## config.mk

```make
export PLATFORM = sky130hd
export DESIGN_NAME = rll_tx_sequencer
export DESIGN_NICKNAME = d
export VERILOG_FILES = /design/src/rtl/rll_pkg.sv /design/src/rtl/rll_bit_tick.sv /design/src/rtl/rll_tx_sequencer.sv
export SDC_FILE = /design/constraint.sdc
export NUM_CORES = 1
export LEC_CHECK = 0
export ABC_AREA = 1
export BUFFER_PORTS_ARGS = -buffer_cell sky130_fd_sc_hd__buf_2
export CORE_MARGIN = 4
export CORE_UTILIZATION = 45
export CTS_CLUSTER_SIZE = 20
export DETAILED_ROUTE_END_ITERATION = 12
export PLACE_DENSITY = 0.72
export SLEW_MARGIN = 20
export SYNTH_ARGS = -nofsm -noshare
export SYNTH_HDL_FRONTEND = slang
export SYNTH_SLANG_ARGS = --single-unit
```

## constraint.sdc

```tcl
create_clock -name clk_i -period 2 [get_ports clk_i]
set_input_delay 0.2 -clock clk_i [delete_from_list [all_inputs] [get_ports clk_i]]
set_output_delay 0.2 -clock clk_i [all_outputs]
set_load 0.02 [all_outputs]
```

## src/rtl/rll_pkg.sv

```systemverilog
// Shared types and defaults for the RLL transmit path.
package rll_pkg;

  typedef enum logic [1:0] {
    IDLE,
    PREAMBLE,
    DATA,
    FLUSH
  } tx_state_e;

  localparam int unsigned    RLL_DATA_W    = 8;
  localparam logic [7:0]     RLL_PREAMBLE  = 8'hAA;
  localparam int unsigned    RLL_FLUSH_LEN = 4;
  localparam int unsigned    FRAME_CNT_W   = 16;

endpackage

```

## src/rtl/rll_bit_tick.sv

```systemverilog
// Bit-period divider: tick_o is high on the last clock of each DIV-clock period.
module rll_bit_tick #(
  parameter int unsigned DIV = 1
) (
  input  logic clk_i,
  input  logic arst_i,
  input  logic en_i,
  input  logic clr_i,
  output logic tick_o
);

  localparam int unsigned  CW   = (DIV > 1) ? $clog2(DIV) : 1;
  localparam logic [CW-1:0] LAST = CW'(DIV - 1);

  logic [CW-1:0] cnt_q;

  always_ff @(posedge clk_i or negedge arst_i) begin
    if (!arst_i) begin
      cnt_q <= '0;
    end else if (clr_i) begin
      cnt_q <= '0;
    end else if (en_i) begin
      cnt_q <= (cnt_q == LAST) ? '0 : cnt_q + CW'(1);
    end
  end

  assign tick_o = (cnt_q == LAST);

endmodule

```

## src/rtl/rll_tx_sequencer.sv

```systemverilog
// Frame sequencer for the RLL encoder: preamble, MSB-first payload, zero flush.
module rll_tx_sequencer
  import rll_pkg::*;
#(
  parameter int unsigned          DATA_W      = RLL_DATA_W,
  parameter int unsigned          PRE_LEN     = 8,
  parameter logic [DATA_W-1:0]    PRE_PATTERN = DATA_W'(RLL_PREAMBLE),
  parameter int unsigned          FLUSH_LEN   = RLL_FLUSH_LEN,
  parameter int unsigned          DIV         = 1
) (
  input  logic                   clk_i,
  input  logic                   arst_i,
  input  logic [DATA_W-1:0]      s_data_i,
  input  logic                   s_valid_i,
  input  logic                   s_last_i,
  output logic                   s_ready_o,
  output logic                   enc_data_o,
  output logic                   enc_strobe_o,
  output logic                   busy_o,
  output logic                   done_o,
  output logic                   err_o,
  output logic [FRAME_CNT_W-1:0] frame_bits_o
);

  localparam int unsigned     MAX_LEN    = (DATA_W > FLUSH_LEN) ? DATA_W : FLUSH_LEN;
  localparam int unsigned     IDX_W      = $clog2(MAX_LEN + 1);
  localparam logic [IDX_W-1:0] PRE_LAST   = IDX_W'(PRE_LEN - 1);
  localparam logic [IDX_W-1:0] DATA_LAST  = IDX_W'(DATA_W - 1);
  localparam logic [IDX_W-1:0] FLUSH_LAST = IDX_W'(FLUSH_LEN - 1);

  tx_state_e              state_q;
  logic [DATA_W-1:0]      sh_q;
  logic [DATA_W-1:0]      data_q;
  logic                   last_q;
  logic [IDX_W-1:0]       bit_idx_q;
  logic [FRAME_CNT_W-1:0] frame_bits_q;
  logic                   tick;
  logic                   busy;
  logic                   start;
  logic                   strobe;
  logic                   data_end;

  assign busy     = (state_q != IDLE);
  assign start    = (state_q == IDLE) & s_valid_i;
  assign strobe   = busy & tick;
  assign data_end = (state_q == DATA) & tick & (bit_idx_q == DATA_LAST);

  rll_bit_tick #(.DIV(DIV)) u_tick (
    .clk_i  (clk_i),
    .arst_i (arst_i),
    .en_i   (busy),
    .clr_i  (start),
    .tick_o (tick)
  );

  // The shift register MSB is the serial line; it is zero-filled during flush and idle.
  assign enc_data_o   = sh_q[DATA_W-1];
  assign enc_strobe_o = strobe;
  assign busy_o       = busy;
  assign s_ready_o    = (state_q == IDLE) | data_end;
  assign done_o       = (state_q == FLUSH) & tick & (bit_idx_q == FLUSH_LAST);
  assign err_o        = data_end & ~last_q & ~s_valid_i;
  assign frame_bits_o = frame_bits_q;

  always_ff @(posedge clk_i or negedge arst_i) begin
    if (!arst_i) begin
      state_q      <= IDLE;
      sh_q         <= '0;
      data_q       <= '0;
      last_q       <= 1'b0;
      bit_idx_q    <= '0;
      frame_bits_q <= '0;
    end else begin
      if (strobe && (frame_bits_q != '1)) begin
        frame_bits_q <= frame_bits_q + FRAME_CNT_W'(1);
      end
      case (state_q)
        IDLE: begin
          if (s_valid_i) begin
            data_q       <= s_data_i;
            last_q       <= s_last_i;
            sh_q         <= PRE_PATTERN;
            bit_idx_q    <= '0;
            frame_bits_q <= '0;
            state_q      <= PREAMBLE;
          end
        end
        PREAMBLE: begin
          if (tick) begin
            if (bit_idx_q == PRE_LAST) begin
              sh_q      <= data_q;
              bit_idx_q <= '0;
              state_q   <= DATA;
            end else begin
              sh_q      <= {sh_q[DATA_W-2:0], 1'b0};
              bit_idx_q <= bit_idx_q + IDX_W'(1);
            end
          end
        end
        DATA: begin
          if (tick) begin
            if (bit_idx_q == DATA_LAST) begin
              bit_idx_q <= '0;
              if (!last_q && s_valid_i) begin
                sh_q   <= s_data_i;
                last_q <= s_last_i;
              end else begin
                sh_q    <= '0;
                state_q <= FLUSH;
              end
            end else begin
              sh_q      <= {sh_q[DATA_W-2:0], 1'b0};
              bit_idx_q <= bit_idx_q + IDX_W'(1);
            end
          end
        end
        FLUSH: begin
          if (tick) begin
            sh_q <= '0;
            if (bit_idx_q == FLUSH_LAST) begin
              bit_idx_q <= '0;
              state_q   <= IDLE;
            end else begin
              bit_idx_q <= bit_idx_q + IDX_W'(1);
            end
          end
        end
        default: state_q <= IDLE;
      endcase
    end
  end

endmodule
```

* Word-level counts from Yosys, hierarchy flattened
Index checks and enable logic that the tools add are counted.
** Storage, ports and cells
- Register bits after elaboration :: 40
- Bits of input ports :: 12
- Output and inout bits :: 22
- Logic and storage cells :: 85
** Cells by class
- $add $sub $neg :: 3
- Equality and inequality tests :: 16
- Multiplexer cells :: 34
- Bitwise logic cells :: 12
- Reduce and logical (&&, ||, !) cells :: 13
** Operators by type and width (number)
- 2-to-1 mux 8 bit :: 7
- 2-to-1 mux 16 bit :: 3
- one-hot mux 8 bit (4 select lines) :: 1
- 2-to-1 mux 4 bit :: 5
- adder 16 x 1 -> 16 bit (second input constant) :: 1
- 2-to-1 mux 2 bit :: 8
- != test 16 bit (second input constant) :: 1
- != test 2 bit (second input constant) :: 7
- one-hot mux 4 bit (3 select lines) :: 1
- AND 1 bit :: 8
- one-hot mux 2 bit (4 select lines) :: 1
- AND reduction 8 bit :: 1
- 2-to-1 mux 1 bit :: 7
- != test 2 x 1 -> 1 bit (second input constant) :: 3
- nonzero test 2 bit :: 3
- AND reduction 5 bit :: 1
- adder 4 x 1 -> 4 bit (second input constant) :: 1
- equality test 2 bit (second input constant) :: 2
- equality test 4 x 2 -> 1 bit (second input constant) :: 1
- equality test 4 x 3 -> 1 bit (second input constant) :: 1
- AND reduction 4 bit :: 1
- inverter 1 bit :: 3
- AND reduction 3 bit :: 1
- equality test 2 x 1 -> 1 bit (second input constant) :: 1
- other kinds (8) :: 9

* Longest topological paths before layout
Gate-level depths: netlist of the first run.
- Word-level depth :: 6
- Depth in mapped cells :: 10
- Mapped depth without buffers :: 9

* Cells and area by module
Synthesis of the first run repeated with hierarchy kept, for this count alone.
** Unflattened totals
- Cell total of the unflattened synthesis :: 345
- Area, all modules :: 2451.1 um2
** Modules (own cells, without submodules)
- rll_tx_sequencer :: times used 1, cells an instance 343, area each 2439.8 um2, sequential area each 975.9 um2
- rll_bit_tick :: times used 1, cells an instance 2, area each 11.3 um2, sequential area each 0.0 um2

* Least setup slack after synthesis of the first run
OpenSTA, ideal clock, no wires.
- Path type :: flip-flop to output port
- From :: register bit_idx_q[0]
- To :: output err_o
- Data arrival time :: 1412 ps
- Required time :: 1800 ps
- Path slack :: 388 ps
- Cell stages (with the launch flop) :: 6
- Buffers on the path :: 0
- Cell sequence :: dfrtp_1 > ha_1 > nand2_1 > nor2_4 > nand2_1 > nor3_1
** On the way
- Longest elaborated chain between the ends :: 4
** Ends and longest elaborated chain
- start: declaration :: RTL line rll_tx_sequencer.sv:35 : logic [IDX_W-1:0] bit_idx_q;
- start signal: assignment :: RTL line rll_tx_sequencer.sv:96 : bit_idx_q <= bit_idx_q + IDX_W'(1);
- start signal: assignment :: RTL line rll_tx_sequencer.sv:113 : bit_idx_q <= bit_idx_q + IDX_W'(1);
- start signal: assignment :: RTL line rll_tx_sequencer.sv:124 : bit_idx_q <= bit_idx_q + IDX_W'(1);
- equality test 4 x 3 -> 1 bit :: RTL line rll_tx_sequencer.sv:46 : assign data_end = (state_q == DATA) & tick & (bit_idx_q == DATA_LAST);
- AND 1 bit :: RTL line rll_tx_sequencer.sv:46
- AND 1 bit (2 in series) :: RTL line rll_tx_sequencer.sv:62 : assign err_o = data_end & ~last_q & ~s_valid_i;
- end: declaration :: RTL line rll_tx_sequencer.sv:21 : output logic err_o,
Every way passes these cells.

* Worst setup path in the final report of the first run
Same ends and word-level chain as after synthesis.

==> results.md, run 1 <==
- Status: finished clean
- Yosys reg bits: 39
- Skew final: 8.76 ps
- Die H: 80.3 µm
- Leading cell types in the layout, fill and taps excluded: nand2_1, nor2_1, dfrtp_1, buf_2, inv_1
- Crit path capture type: primary output
- First-pass GRT wire length: 9030 µm
- Diodes inserted: 0
- Max incr delay on CP: 390 ps
- Fin Setup TNS: 0 ps
- Clk Latency, worst-skew pair: 290 ps
- Endpoints failing setup: 0
- Met3 wire length: 219 µm
- Root Buffer: clkbuf_8
- DR vias: 2147
- Die ar.: 6440 µm²
- Post-Place Worst Slack: 168 ps
- GP Congestion: 0.840
- Count of input and output buffers: 33
- Layout cells sized above 1: 18.5%
- GR Util All Layers: 17.9%
- Placed cell count: 421
- Main combinational cell family by area after synthesis: simple AND/OR/NAND/NOR gates
- CTS sink cnt: 39
- Leakage: 1.40 nW
- Initial antenna violation count: 0
- Share of the yosys chip area belonging to registers: 41.5%
- Fmax: 547 MHz
- Vias in the first global route: 1998
- Crit-path cells: ha_1, nand2_1, nor2_4, nand2_1, nor3_1, buf_2
- Yosys warnings: 0
- Post-synth EDFFs: 0
- Iter 0 DRT Violations: 129
- Slowest cell on crit path: dfrtp_1
- Unique cell type count in the Yosys netlist: 26
- Starting Density: 46.3%
- Power, Total: 3.15 mW
- Synth Area in XOR/XNOR: 0.373%
- Slew Limit Fails: 0
- Post-Synth Simple-Gate Area: 35.1%
- Max_cap viols: 0
- Commonest non-fill, non-tap cell in the layout: nand2_1
- Final WS setup: 173 ps
- H-tree depth: 2
- Mux cell area share after synthesis: 0.479%
- Clock slew at reported path FFs: 70 ps
- Tmin final: 1830 ps
- Routed WL: 5230 µm
- DPL Wire Length: 3960 µm
- DRC viols: 0
- Worst vdd ir: 0.000615 V
- Post-synth ARST share: 100%
- GRT overflow: 0
- Fin crit share: 91.4%
- Fin cells: 432
- CP required: 1800 ps
- Core area: 5070 µm²
- Area grow syn2layout: 13.7%
- Mapped Nets: 342
- Most used DFF post-synth: dfrtp_1
- Largest net degree at the start of global routing: 25
- Post-DRT Antenna Nets: 0
- CP delay by family, top: simple AND/OR/NAND/NOR gates
- Least-Margin Pin Slew: 369 ps
- Hold crit path type: in -> reg
- DIE WIDTH: 80.3 µm
- Worst path most repeated cell: nand2_1
- CP arrival: 1630 ps
- Startpoint class of the critical path: flop
- Setup CP Type: reg -> out
- Avg Inst Size Synth: 7.28 µm²
- WL/cell: 12.1 µm
- # IOs: 34
- WL met2: 2670 µm
- RSZ-0062 raised after global routing: no
- Final Util: 52.7%
- Final Net Count: 380
- Synth Area in Compound Gates: 9.79%
- Number of CTS-inserted buffers: 5
- CP bufs+invs: 1
- Syn Std Cell Area: 2350 µm²
- Worst-path fanout max: 4
- Max Buffers Root-to-Sink: 2
- Slew HR: 75.4%
- Synth Instances: 323
- Vias/cell: 4.97
- DR top layer: met4
- CTS tree: built
- Drt first pass iters: 4
- FP Rows: 26
- Wire length on met1: 2300 µm
- Adder-Cell Fraction of Synth Area: 3.73%
- Fin. Hold Viols: 0
- PwrDens: 1180 nW/µm²
## power by group
| group | switching, mW | leakage (nW) | internal (mW) |
|---|---|---|---|
| sequential | 0.162 | 0.504 | 1.03 |
| combinational | 0.912 | 0.858 | 0.500 |
| clock | 0.299 | 0.0402 | 0.243 |
| total | 1.37 | 1.40 | 1.78 |
## path summary, 6_finish.rpt
check                                   from               end  slack (ps)  depth (start not counted)
max in group asynchronous             arst_i           sh_q[2]        1130                          3
worst min-delay path             s_data_i[7]         data_q[7]         150                          2
worst min register to register       sh_q[4]           sh_q[4]         490                          2
min in group asynchronous             arst_i  frame_bits_o[10]         340                          2
worst max-delay path            bit_idx_q[0]             err_o         170                          6
worst max register to register    state_q[1]      bit_idx_q[2]         240                          7
## layer usage
layer,up-vias,global-route usage [%]
met1,1007,21.9
met3,6,3.81
met4,0,5.07
li1,1092,-
met2,42,31.5
met5,-,0
## sequential cells by signal, summed over array words and instances, names as in the netlist
| name | flops |
|---|---|
| bit_idx_q | 4 |
| data_q | 8 |
| frame_bits_o | 16 |
| last_q | 1 |
| sh_q | 8 |
| state_q | 2 |
## cells in the mapped netlist, types with 2 or more instances
cell type	n	area [µm²]
buf_2	2	10.0
a31oi_1	4	25.0
buf_6	4	45.0
inv_1	32	120
ha_1	7	87.6
o21ai_1	11	55.1
dfrtp_1	39	976
a21oi_1	20	100
nand3_1	22	110
o21ai_0	7	35.0
buf_4	3	22.5
inv_2	4	15.0
nand3_2	2	20.0
nor2_2	2	12.5
nor3_1	2	10.0
nor2_1	46	173
nor2_4	7	78.8
nand2_1	101	379
## layout make-up
cell class              instances  area, µm²
multi-input cells             239       1160
repair buffers                 40        220
fillers                       513       2400
inverters                      36        135
clock buffers                   5       68.8
clock inverters                 3       20.0
flip-flops and latches         39        976
well taps                      70       87.6
## worst register-to-register path, stage by stage, from the launching register on
cell	delay [ps]
dfrtp_1	410
inv_1	130
ha_2	280
inv_2	140
nor2_4	250
inv_1	180
a21oi_1	190
a21oi_1	60
## stage by stage
step | hold WS (ps) | cell area, µm²
after detailed placement | 139 | 2560
after floorplan | -95.6 | 2350
after global placement | 143 | 2560
final | 152 | 2670
after CTS | 145 | 2660
after global routing | 144 | 2670
## cells by family after synthesis
kind of cell / after synthesis
compound gates: 44
simple gates: 186
xor+xnor: 1
fa+ha+maj: 7
mux: 1
buf+inv: 45
flops: 39
## what timing repair did
item	4_1_cts	5_1_grt
endpoints found under the setup margin	0	4
resized for setup	0	1
hold endpoints to repair	14	0
hold buffers	1	0
setup buffers	0	2
Note: power is estimated with default switching activity, not from simulation.
==> run 2, diff against run 1 <==
Settings changed: CORE_UTILIZATION 45 to 57, PLACE_DENSITY 0.72 to 0.87.
==> results.md, run 2 (synthesized netlist as in run 1, its figures left out) <==
- Startpoint class of the critical path: flop
- Worst vdd ir: 0.000653 V
- Slew Limit Fails: 0
- First-pass GRT wire length: 9010 µm
- GRT overflow: 0
- PwrDens: 1190 nW/µm²
- Worst path most repeated cell: nand2_1
- Wire length on met1: 2140 µm
- Leakage: 1.41 nW
- Max Buffers Root-to-Sink: 2
- FF-to-FF setup slack: 200 ps
- Multi-input gate area: 1160 µm²
- Skew final: 5.05 ps
- Least-Margin Pin Slew: 341 ps
- FP Rows: 23
- Post-DRT Antenna Nets: 0
- Initial antenna violation count: 0
- Largest net degree at the start of global routing: 32
- Clock slew at reported path FFs: 70 ps
- DRC viols: 0
- Die H: 72.2 µm
- CTS tree: built
- DR vias: 2160
- Fin. Hold Viols: 0
- Tmin final: 1870 ps
- Iter 0 DRT Violations: 137
- Filler cell count: 342
- Placed cell count: 400
- Hold crit path type: in -> reg
- Power, Total: 3.16 mW
- Clk Latency, worst-skew pair: 300 ps
- DIE WIDTH: 72.2 µm
- # IOs: 34
- R2r startpoint: state_q[1]
- Sequential cell area: 976 µm²
- Status: finished clean
- Worst Min Path Start: s_last_i
- Slowest cell on crit path: dfrtp_1
- Leading cell types in the layout, fill and taps excluded: nand2_1, nor2_1, dfrtp_1, buf_2, inv_1
- Fin cells: 411
- CTS sink cnt: 39
- CP required: 1800 ps
- Count of input and output buffers: 33
- H-tree depth: 2
- Fmax: 535 MHz
- Max_cap viols: 0
- Number of CTS-inserted buffers: 5
- WL/cell: 12.7 µm
- Final Hold Slack: 138 ps
- Endpoints failing setup: 0
- GR Util All Layers: 21.9%
- Routed WL: 5200 µm
- Max incr delay on CP: 400 ps
- Fin crit share: 93.5%
- DPL Wire Length: 3840 µm
- Drt first pass iters: 4
- Hold depth: 3
- Core area: 4000 µm²
- Vias/cell: 5.26
- Commonest non-fill, non-tap cell in the layout: nand2_1
- R2R cell count: 7
- Diodes inserted: 0
- Final Net Count: 380
- Crit-path cells: ha_2, nand2_1, nor2_4, nand2_1, nor3_1, buf_2
- Max reg flops: 16
- Starting Density: 58.8%
- GP Congestion: 0.868
- Root Buffer: clkbuf_8
- Hold Path End: last_q
- R2r endpoint: bit_idx_q[2]
- Worst-path fanout max: 6
- Area grow syn2layout: 12.6%
- WL met2: 2690 µm
- Layout cells sized above 1: 18.3%
- Setup CP Type: reg -> out
- Slew HR: 77.2%
- DR top layer: met4
- Crit path capture type: primary output
- Met3 wire length: 316 µm
- Die ar.: 5220 µm²
- Vias in the first global route: 2111
- CP arrival: 1670 ps
run 2: changes by cell type in the layout (fill, tap and decap cells not counted), sizes merged:
cell and delta:
clkbuf +1, clkinvlp -2
run 2: timing repair:
item                                    in CTS  in global routing
gates resized for setup                      0                  1
endpoints found under the hold margin       12                  0
buffers inserted                             0                  3
endpoints found under the setup margin       0                  2
hold buffers                                 1                  0
run 2: layer usage:
metal / up-vias / global-route usage (%)
met5: - / 0
met4: 0 / 10.6
met1: 1007 / 26.0
met2: 60 / 37.8
met3: 5 / 4.16
li1: 1088 / -
run 2: worst max path at each step:
stage                            start      endpoint  slack [ps]
final                     bit_idx_q[0]         err_o         130
after floorplan           bit_idx_q[0]         err_o         390
after detailed placement    state_q[1]  bit_idx_q[2]         200
after CTS                 bit_idx_q[0]         err_o          60
after global routing      bit_idx_q[0]         err_o         -30
after global placement      state_q[0]  bit_idx_q[2]         300
run 2: final cells by class:
class,count,share of cell area [%]
Tap cell,50,2.36
Sequential cell,39,36.9
Clock buffer,6,3.12
Timing Repair Buffer,40,8.32
Clock inverter,1,0.189
Inverter,36,5.11
Multi-Input combinational cell,239,44.0
run 2: worst max-delay path, delay by kind of cell (launching register included):
| family | cells | cell delay, ps |
|---|---|---|
| and+or+nand+nor | 4 | 540 |
| DFF | 1 | 400 |
| adders and majority gates | 1 | 240 |
| buffers and inverters | 1 | 180 |
run 2: stage by stage:
| step | util (%) | setup TNS, ps | setup WS, ps | cell area (µm²) |
|---|---|---|---|---|
| after floorplan | - | 0 | 388 | 2350 |
| after global placement | 63.1 | 0 | 295 | 2520 |
| after detailed placement | 63.1 | 0 | 201 | 2520 |
| after CTS | 65.5 | 0 | 55.7 | 2620 |
| after global routing | 66.2 | -25.6 | -25.6 | 2650 |
| final | 66.2 | 0 | 130 | 2650 |
run 2: power by group:
group	internal, mW	switching [mW]
Combinational	0.488	0.914
Sequential	1.03	0.174
Clock	0.270	0.275
